<file path="config.mk">
export PLATFORM = sky130hd
export DESIGN_NAME = rv_alu_exec_flat
export DESIGN_NICKNAME = d
export VERILOG_FILES = /design/src/rtl/rv_alu_pkg.sv /design/src/rtl/rv_alu_exec_if.sv /design/src/rtl/rv_skid_buffer.sv /design/src/rtl/rv_alu_exec.sv /design/src/flat_wrapper.sv
export SDC_FILE = /design/constraint.sdc
export NUM_CORES = 1
export LEC_CHECK = 0
export ABC_CLOCK_PERIOD_IN_PS = 3800
export CORE_ASPECT_RATIO = 1.75
export CORE_MARGIN = 8
export CORE_UTILIZATION = 48
export DETAILED_ROUTE_END_ITERATION = 10
export GPL_TIMING_DRIVEN = 1
export MAX_ROUTING_LAYER = met4
export PLACE_DENSITY = 0.77
export REMOVE_ABC_BUFFERS = 1
export SKIP_CTS_REPAIR_TIMING = 1
export SLEW_MARGIN = 20
export SYNTH_ARGS = -nofsm -noshare
export SYNTH_HDL_FRONTEND = slang
export SYNTH_SLANG_ARGS = --single-unit
export TNS_END_PERCENT = 1
</file>
<file path="constraint.sdc">
create_clock -name clk -period 3.8 [get_ports clk]
set_input_delay 0.38 -clock clk [delete_from_list [all_inputs] [get_ports clk]]
set_output_delay 0.38 -clock clk [all_outputs]
set_load 0.01 [all_outputs]
</file>
<file path="src/rtl/rv_alu_pkg.sv">
// Shared types for the ALU execute stage: op encoding, the stored result entry
// and the one-hot decode-flag check.
package rv_alu_pkg;

    localparam int XLEN_DEFAULT = 32;

    typedef enum logic [2:0] {
        ALU_ADD,
        ALU_SUB,
        ALU_AND,
        ALU_OR,
        ALU_ILLEGAL
    } alu_op_e;

    typedef struct packed {
        logic [XLEN_DEFAULT-1:0] result;
        logic [4:0]              rd;
        logic                    illegal;
    } alu_entry_t;

    // Anything other than exactly one asserted flag is illegal.
    function automatic alu_op_e flags_to_op(input logic f_add, input logic f_sub,
                                            input logic f_and, input logic f_or);
        alu_op_e op;
        case ({f_add, f_sub, f_and, f_or})
            4'b1000: op = ALU_ADD;
            4'b0100: op = ALU_SUB;
            4'b0010: op = ALU_AND;
            4'b0001: op = ALU_OR;
            default: op = ALU_ILLEGAL;
        endcase
        return op;
    endfunction

endpackage

</file>
<file path="src/rtl/rv_alu_exec_if.sv">
// Decode-to-writeback bus of the ALU execute stage; master is the
// upstream/writeback side, slave is the execute stage itself.
interface rv_alu_exec_if #(parameter int XLEN = 32);
    logic            in_valid;
    logic            in_ready;
    logic            is_add;
    logic            is_sub;
    logic            is_and;
    logic            is_or;
    logic [XLEN-1:0] rs1_val;
    logic [XLEN-1:0] rs2_val;
    logic [4:0]      rd_addr;
    logic            out_valid;
    logic            out_ready;
    logic [XLEN-1:0] out_result;
    logic [4:0]      out_rd;
    logic            out_illegal;

    modport master (
        output in_valid, is_add, is_sub, is_and, is_or, rs1_val, rs2_val, rd_addr, out_ready,
        input  in_ready, out_valid, out_result, out_rd, out_illegal
    );

    modport slave (
        input  in_valid, is_add, is_sub, is_and, is_or, rs1_val, rs2_val, rd_addr, out_ready,
        output in_ready, out_valid, out_result, out_rd, out_illegal
    );
endinterface

</file>
<file path="src/rtl/rv_skid_buffer.sv">
// Two-entry valid/ready storage with a registered in_ready and an output register.
//   state | meaning
//   EMPTY | nothing held
//   ONE   | main register holds the oldest entry
//   FULL  | main holds oldest, skid holds the next one; in_ready low
module rv_skid_buffer #(
    parameter type T = logic
) (
    input  logic clk,
    input  logic rst,
    input  logic flush,
    input  logic in_valid,
    output logic in_ready,
    input  T     in_data,
    output logic out_valid,
    input  logic out_ready,
    output T     out_data
);

    typedef enum logic [1:0] {
        EMPTY = 2'b00,
        ONE   = 2'b10,
        FULL  = 2'b11
    } state_e;

    state_e state_q, state_d;
    T       main_q, main_d;
    T       skid_q, skid_d;
    logic   in_ready_q, in_ready_d;
    logic   accept;
    logic   emit;

    assign accept = in_valid & in_ready_q;
    assign emit   = state_q[1] & out_ready;

    always_comb begin
        state_d = state_q;
        main_d  = main_q;
        skid_d  = skid_q;
        case (state_q)
            EMPTY: begin
                if (accept) begin
                    main_d  = in_data;
                    state_d = ONE;
                end
            end
            ONE: begin
                if (accept && emit) begin
                    main_d = in_data;
                end else if (accept) begin
                    skid_d  = in_data;
                    state_d = FULL;
                end else if (emit) begin
                    state_d = EMPTY;
                end
            end
            FULL: begin
                if (emit) begin
                    main_d  = skid_q;
                    state_d = ONE;
                end
            end
            default: state_d = EMPTY;
        endcase
        // Flush kills occupancy only; data registers keep their last value.
        if (flush) begin
            state_d = EMPTY;
            main_d  = main_q;
            skid_d  = skid_q;
        end
        in_ready_d = (state_d != FULL);
    end

    always_ff @(posedge clk) begin
        if (rst) begin
            state_q    <= EMPTY;
            main_q     <= '0;
            skid_q     <= '0;
            in_ready_q <= 1'b1;
        end else begin
            state_q    <= state_d;
            main_q     <= main_d;
            skid_q     <= skid_d;
            in_ready_q <= in_ready_d;
        end
    end

    assign in_ready  = in_ready_q;
    assign out_valid = state_q[1];
    assign out_data  = main_q;

endmodule

</file>
<file path="src/rtl/rv_alu_exec.sv">
// ALU execute stage: decodes one-hot flags, computes the result at accept time,
// buffers it in a two-entry skid buffer and counts legal retirements.
module rv_alu_exec
    import rv_alu_pkg::*;
#(
    parameter int XLEN  = XLEN_DEFAULT,
    parameter int CNT_W = 16
) (
    input  logic              clk,
    input  logic              rst,
    input  logic              flush,
    rv_alu_exec_if.slave      bus,
    output logic [CNT_W-1:0]  retired_cnt
);

    alu_op_e          op;
    alu_entry_t       in_entry;
    alu_entry_t       out_entry;
    logic             out_valid;
    logic [CNT_W-1:0] retired_q, retired_d;

    always_comb begin
        op               = flags_to_op(bus.is_add, bus.is_sub, bus.is_and, bus.is_or);
        in_entry.rd      = bus.rd_addr;
        in_entry.illegal = 1'b0;
        case (op)
            ALU_ADD: in_entry.result = bus.rs1_val + bus.rs2_val;
            ALU_SUB: in_entry.result = bus.rs1_val - bus.rs2_val;
            ALU_AND: in_entry.result = bus.rs1_val & bus.rs2_val;
            ALU_OR:  in_entry.result = bus.rs1_val | bus.rs2_val;
            default: begin
                in_entry.result  = '0;
                in_entry.illegal = 1'b1;
            end
        endcase
    end

    rv_skid_buffer #(.T(alu_entry_t)) u_skid (
        .clk       (clk),
        .rst       (rst),
        .flush     (flush),
        .in_valid  (bus.in_valid),
        .in_ready  (bus.in_ready),
        .in_data   (in_entry),
        .out_valid (out_valid),
        .out_ready (bus.out_ready),
        .out_data  (out_entry)
    );

    assign bus.out_valid   = out_valid;
    assign bus.out_result  = out_entry.result;
    assign bus.out_rd      = out_entry.rd;
    assign bus.out_illegal = out_entry.illegal;

    // An emit coincident with flush is discarded, so it does not retire.
    always_comb begin
        retired_d = retired_q;
        if (out_valid && bus.out_ready && !out_entry.illegal && !flush) begin
            retired_d = retired_q + CNT_W'(1);
        end
    end

    always_ff @(posedge clk) begin
        if (rst) begin
            retired_q <= '0;
        end else begin
            retired_q <= retired_d;
        end
    end

    assign retired_cnt = retired_q;

endmodule

</file>
<file path="src/flat_wrapper.sv">
// flat-port wrapper written by rule: the top's interface ports become plain ports
module rv_alu_exec_flat import rv_alu_pkg::*;
#(
    parameter int XLEN  = XLEN_DEFAULT,
    parameter int CNT_W = 16
)
  (clk, rst, flush, retired_cnt, bus_in_valid, bus_is_add, bus_is_sub, bus_is_and, bus_is_or, bus_rs1_val, bus_rs2_val, bus_rd_addr, bus_out_ready, bus_in_ready, bus_out_valid, bus_out_result, bus_out_rd, bus_out_illegal);
  rv_alu_exec_if #(.XLEN(XLEN)) bus_i ();
  input  logic clk;
  input  logic rst;
  input  logic flush;
  output logic [CNT_W-1:0] retired_cnt;
  input wire logic [$bits(bus_i.in_valid)-1:0] bus_in_valid;
  input wire logic [$bits(bus_i.is_add)-1:0] bus_is_add;
  input wire logic [$bits(bus_i.is_sub)-1:0] bus_is_sub;
  input wire logic [$bits(bus_i.is_and)-1:0] bus_is_and;
  input wire logic [$bits(bus_i.is_or)-1:0] bus_is_or;
  input wire logic [$bits(bus_i.rs1_val)-1:0] bus_rs1_val;
  input wire logic [$bits(bus_i.rs2_val)-1:0] bus_rs2_val;
  input wire logic [$bits(bus_i.rd_addr)-1:0] bus_rd_addr;
  input wire logic [$bits(bus_i.out_ready)-1:0] bus_out_ready;
  output wire logic [$bits(bus_i.in_ready)-1:0] bus_in_ready;
  output wire logic [$bits(bus_i.out_valid)-1:0] bus_out_valid;
  output wire logic [$bits(bus_i.out_result)-1:0] bus_out_result;
  output wire logic [$bits(bus_i.out_rd)-1:0] bus_out_rd;
  output wire logic [$bits(bus_i.out_illegal)-1:0] bus_out_illegal;
  assign bus_i.in_valid = bus_in_valid;
  assign bus_i.is_add = bus_is_add;
  assign bus_i.is_sub = bus_is_sub;
  assign bus_i.is_and = bus_is_and;
  assign bus_i.is_or = bus_is_or;
  assign bus_i.rs1_val = bus_rs1_val;
  assign bus_i.rs2_val = bus_rs2_val;
  assign bus_i.rd_addr = bus_rd_addr;
  assign bus_i.out_ready = bus_out_ready;
  assign bus_in_ready = bus_i.in_ready;
  assign bus_out_valid = bus_i.out_valid;
  assign bus_out_result = bus_i.out_result;
  assign bus_out_rd = bus_i.out_rd;
  assign bus_out_illegal = bus_i.out_illegal;
  rv_alu_exec #(.XLEN(XLEN), .CNT_W(CNT_W)) u_core (.clk(clk), .rst(rst), .flush(flush), .bus(bus_i), .retired_cnt(retired_cnt));
endmodule
</file>
==> qor.csv <==
stage,metric,value,unit
sta,fmaxAchievable,267,MHz
sta,slew_headroom,0.393,
detailed_routing,vias,7741,
detailed_routing,drt-initial-drc-count,459,
placement,dp_cells,1271,
logic_synthesis,ys_ff_latch,95,
worst_hold_path,worstHoldPathType,register to register,
logic_synthesis,yosys_warnings,0,
detailed_routing,wl_met1,8790,um
sta,fin_crit,3740,ps
clock_tree,clkSlewWorstSetupHoldPaths,70,ps
detailed_routing,dr.max_layer_used,met4,
floorplanning,io_pins,134,
logic_synthesis,avgSynthCellArea,7.69,um^2
critical_path,cp-start-kind,input port,
detailed_routing,first_pass_iters,5,
logic_synthesis,synth_area_leader_cell,dfxtp_1,
logic_synthesis,synth-async-reset-ratio,0,
detailed_routing,viasPerCell,5.93,
floorplanning,die_area,0.0183,mm^2
logic_synthesis,postSynthCellCount,883,
final_layout,layout-drive-gt1-share,0.210,
sta,finalMaxSlewViolations,0,
pwr,p_per_area,302,mW/mm^2
final_layout,stdcell_count,1305,
final_layout,n_fill_cell,1119,
final_layout,syn2layout_area_growth,47.5,%
critical_path,cp.required,4010,ps
clock_tree,ctsLongestPathBuffers,2,
critical_path,crit_fanout,5,
logic_synthesis,netlist.area_leader.share,0.280,
floorplanning,num_rows,57,
placement,gp_congestion,0.957,
sta,rsz0062_at_grt,yes,
pwr,leakagePower,0.00429,uW
sta,clock_skew,10.5,ps
detailed_routing,route.met2.wl,12700,um
detailed_routing,postRouteWirelength,23500,um
flow_run,maxCapViolations,0,
clock_tree,clk_latency,350,ps
critical_path,arrival,3950,ps
pwr,peakVddDrop,236,uV
sta,hold_viol,0,
sta,finalSetupViolCount,0,
detailed_routing,wl_met3,1080,um
clock_tree,h-tree-depth,3,
grt,first_global_vias,7732,
detailed_routing,drc,0,
placement,hpwl,17500,um
floorplanning,die_y,173,um
logic_synthesis,synth_area_leaders,"dfxtp_1 (28%), ha_1 (6.5%), nor2_1 (6.4%)",
clock_tree,cts-buffers-inserted,9,
clock_tree,root_buffer,clkbuf_16,
detailed_routing,wire_per_inst,18.0,um
logic_synthesis,synth_cell_types,65,
final_layout,mostFrequentLayoutCells,"buf_4 (145), clkdlybuf4s50_1 (116), nor2_1 (114)",
placement,placed_area,0.00921,mm^2
clock_tree,cts_tree,built,
pwr,p_total,3020,uW
logic_synthesis,ys_seq_area_frac,0.280,
critical_path,end_kind,register,
floorplanning,die_w,106,um
grt,grt_first_pass_wirelength,36800,um
final_layout,antenna_cells,0,
detailed_routing,ant_nets,0,
sta,setup-tns-final,0,ps
critical_path,worst-setup-path-type,input port to register,
final_layout,postLayoutCellArea,0.0100,mm^2
sta,timing.final.crit_share,0.985,
grt,grt_start_max_net_pins,47,
grt,track_usage,0.249,
logic_synthesis,syn_area,0.00679,mm^2
sta,worst_pin_slew,911,ps
grt,antenna_found_initial,0,
placement,io_buffers,133,
final_layout,final_nets,1237,
final_layout,final_util,0.723,
floorplanning,core_area,0.0138,mm^2
floorplanning,start_util,0.491,
logic_synthesis,synthFlopType,dfxtp_1,
clock_tree,cts_sinks,95,
final_layout,final_common_cell,buf_4,
logic_synthesis,synth_edf_count,0,
grt,gr-total-overflow,0,
run_status,run_status,completed,
## cell usage after synthesis (all sizes together), types with 17 or more instances
| cell | instances |
|---|---|
| a211oi | 35 |
| nand3 | 18 |
| inv | 17 |
| dfxtp | 95 |
| a21o | 35 |
| nor3 | 22 |
| xnor2 | 38 |
| a21oi | 85 |
| ha | 35 |
| xor2 | 30 |
| nand2 | 68 |
| nor2 | 115 |
| clkbuf | 52 |
| o21ai | 56 |
## flip-flops by register name, indices dropped and copies added, names as in the netlist
name                    flops
u_core.retired_cnt         16
u_core.u_skid.out_data     38
u_core.u_skid.skid_q       38
u_core.u_skid.state_q       2
u_core.u_skid.in_ready      1
## stage by stage
stage / setup WS [ps] / hold slack, ps
2_1_floorplan: -1440 / 431
3_3_place_gp: -670 / 437
3_5_place_dp: -757 / 447
4_1_cts: -423 / 457
5_1_grt: -120 / 479
6_report: 58.0 / 454
## report_power, final
| group | total (uW) | internal, uW | switching, uW |
|---|---|---|---|
| logic | 992 | 500 | 493 |
| clock network | 1000 | 534 | 468 |
| registers | 1030 | 1020 | 13.0 |
| total | 3020 | 2050 | 974 |
## layout make-up
cell class / count / area, um^2 / area share
multi-input combinational: 714 / 4930 / 0.493
timing repair buffer: 286 / 2560 / 0.256
sequential: 95 / 1900 / 0.190
clock buffer: 9 / 225 / 0.0225
tap: 177 / 221 / 0.0221
clock inverter: 7 / 100 / 0.0100
inverter: 17 / 63.8 / 0.00638
## layer usage
| layer | up-vias | track usage |
|---|---|---|
| met3 | 67 | 0.0261 |
| met4 | 0 | 0.130 |
| met2 | 227 | 0.471 |
| met5 | - | - |
| li1 | 3730 | - |
| met1 | 3717 | 0.239 |
## worst max-delay path: stages
cell and delay (ps):
buf_6 90, or3_4 420, nor4_4 330, buf_4 160, buf_4 110, a21oi_1 80, xnor2_1 130, ha_1 350
and4_4 240, and3_1 180, o21ai_2 100, buf_4 170, a311oi_4 300, nor2_1 90, xnor2_1 130, a222oi_1 430
a211o_1 190, a21oi_1 60
## final timing paths
check / cells after the start / to / from / slack, ps
max: 18 / u_core.u_skid.out_data[31] / bus_rs2_val[3] / 60
min: 2 / u_core.u_skid.out_data[22] / u_core.u_skid.out_data[22] / 450
max reg2reg: 7 / u_core.u_skid.out_data[37] / u_core.u_skid.state_q[1] / 1360
min reg2reg: 2 / u_core.u_skid.out_data[22] / u_core.u_skid.out_data[22] / 450
## kinds of logic after synthesis
kind of cell,share of synthesized area
AOI/OAI and AO/OA,0.296
and+or+nand+nor,0.217
DFF,0.280
buffers and inverters,0.0415
xor gates and xnor gates,0.0889
adders and majority gates,0.0675
muxes,0.00885
Note: power is estimated with default switching activity, not from simulation.
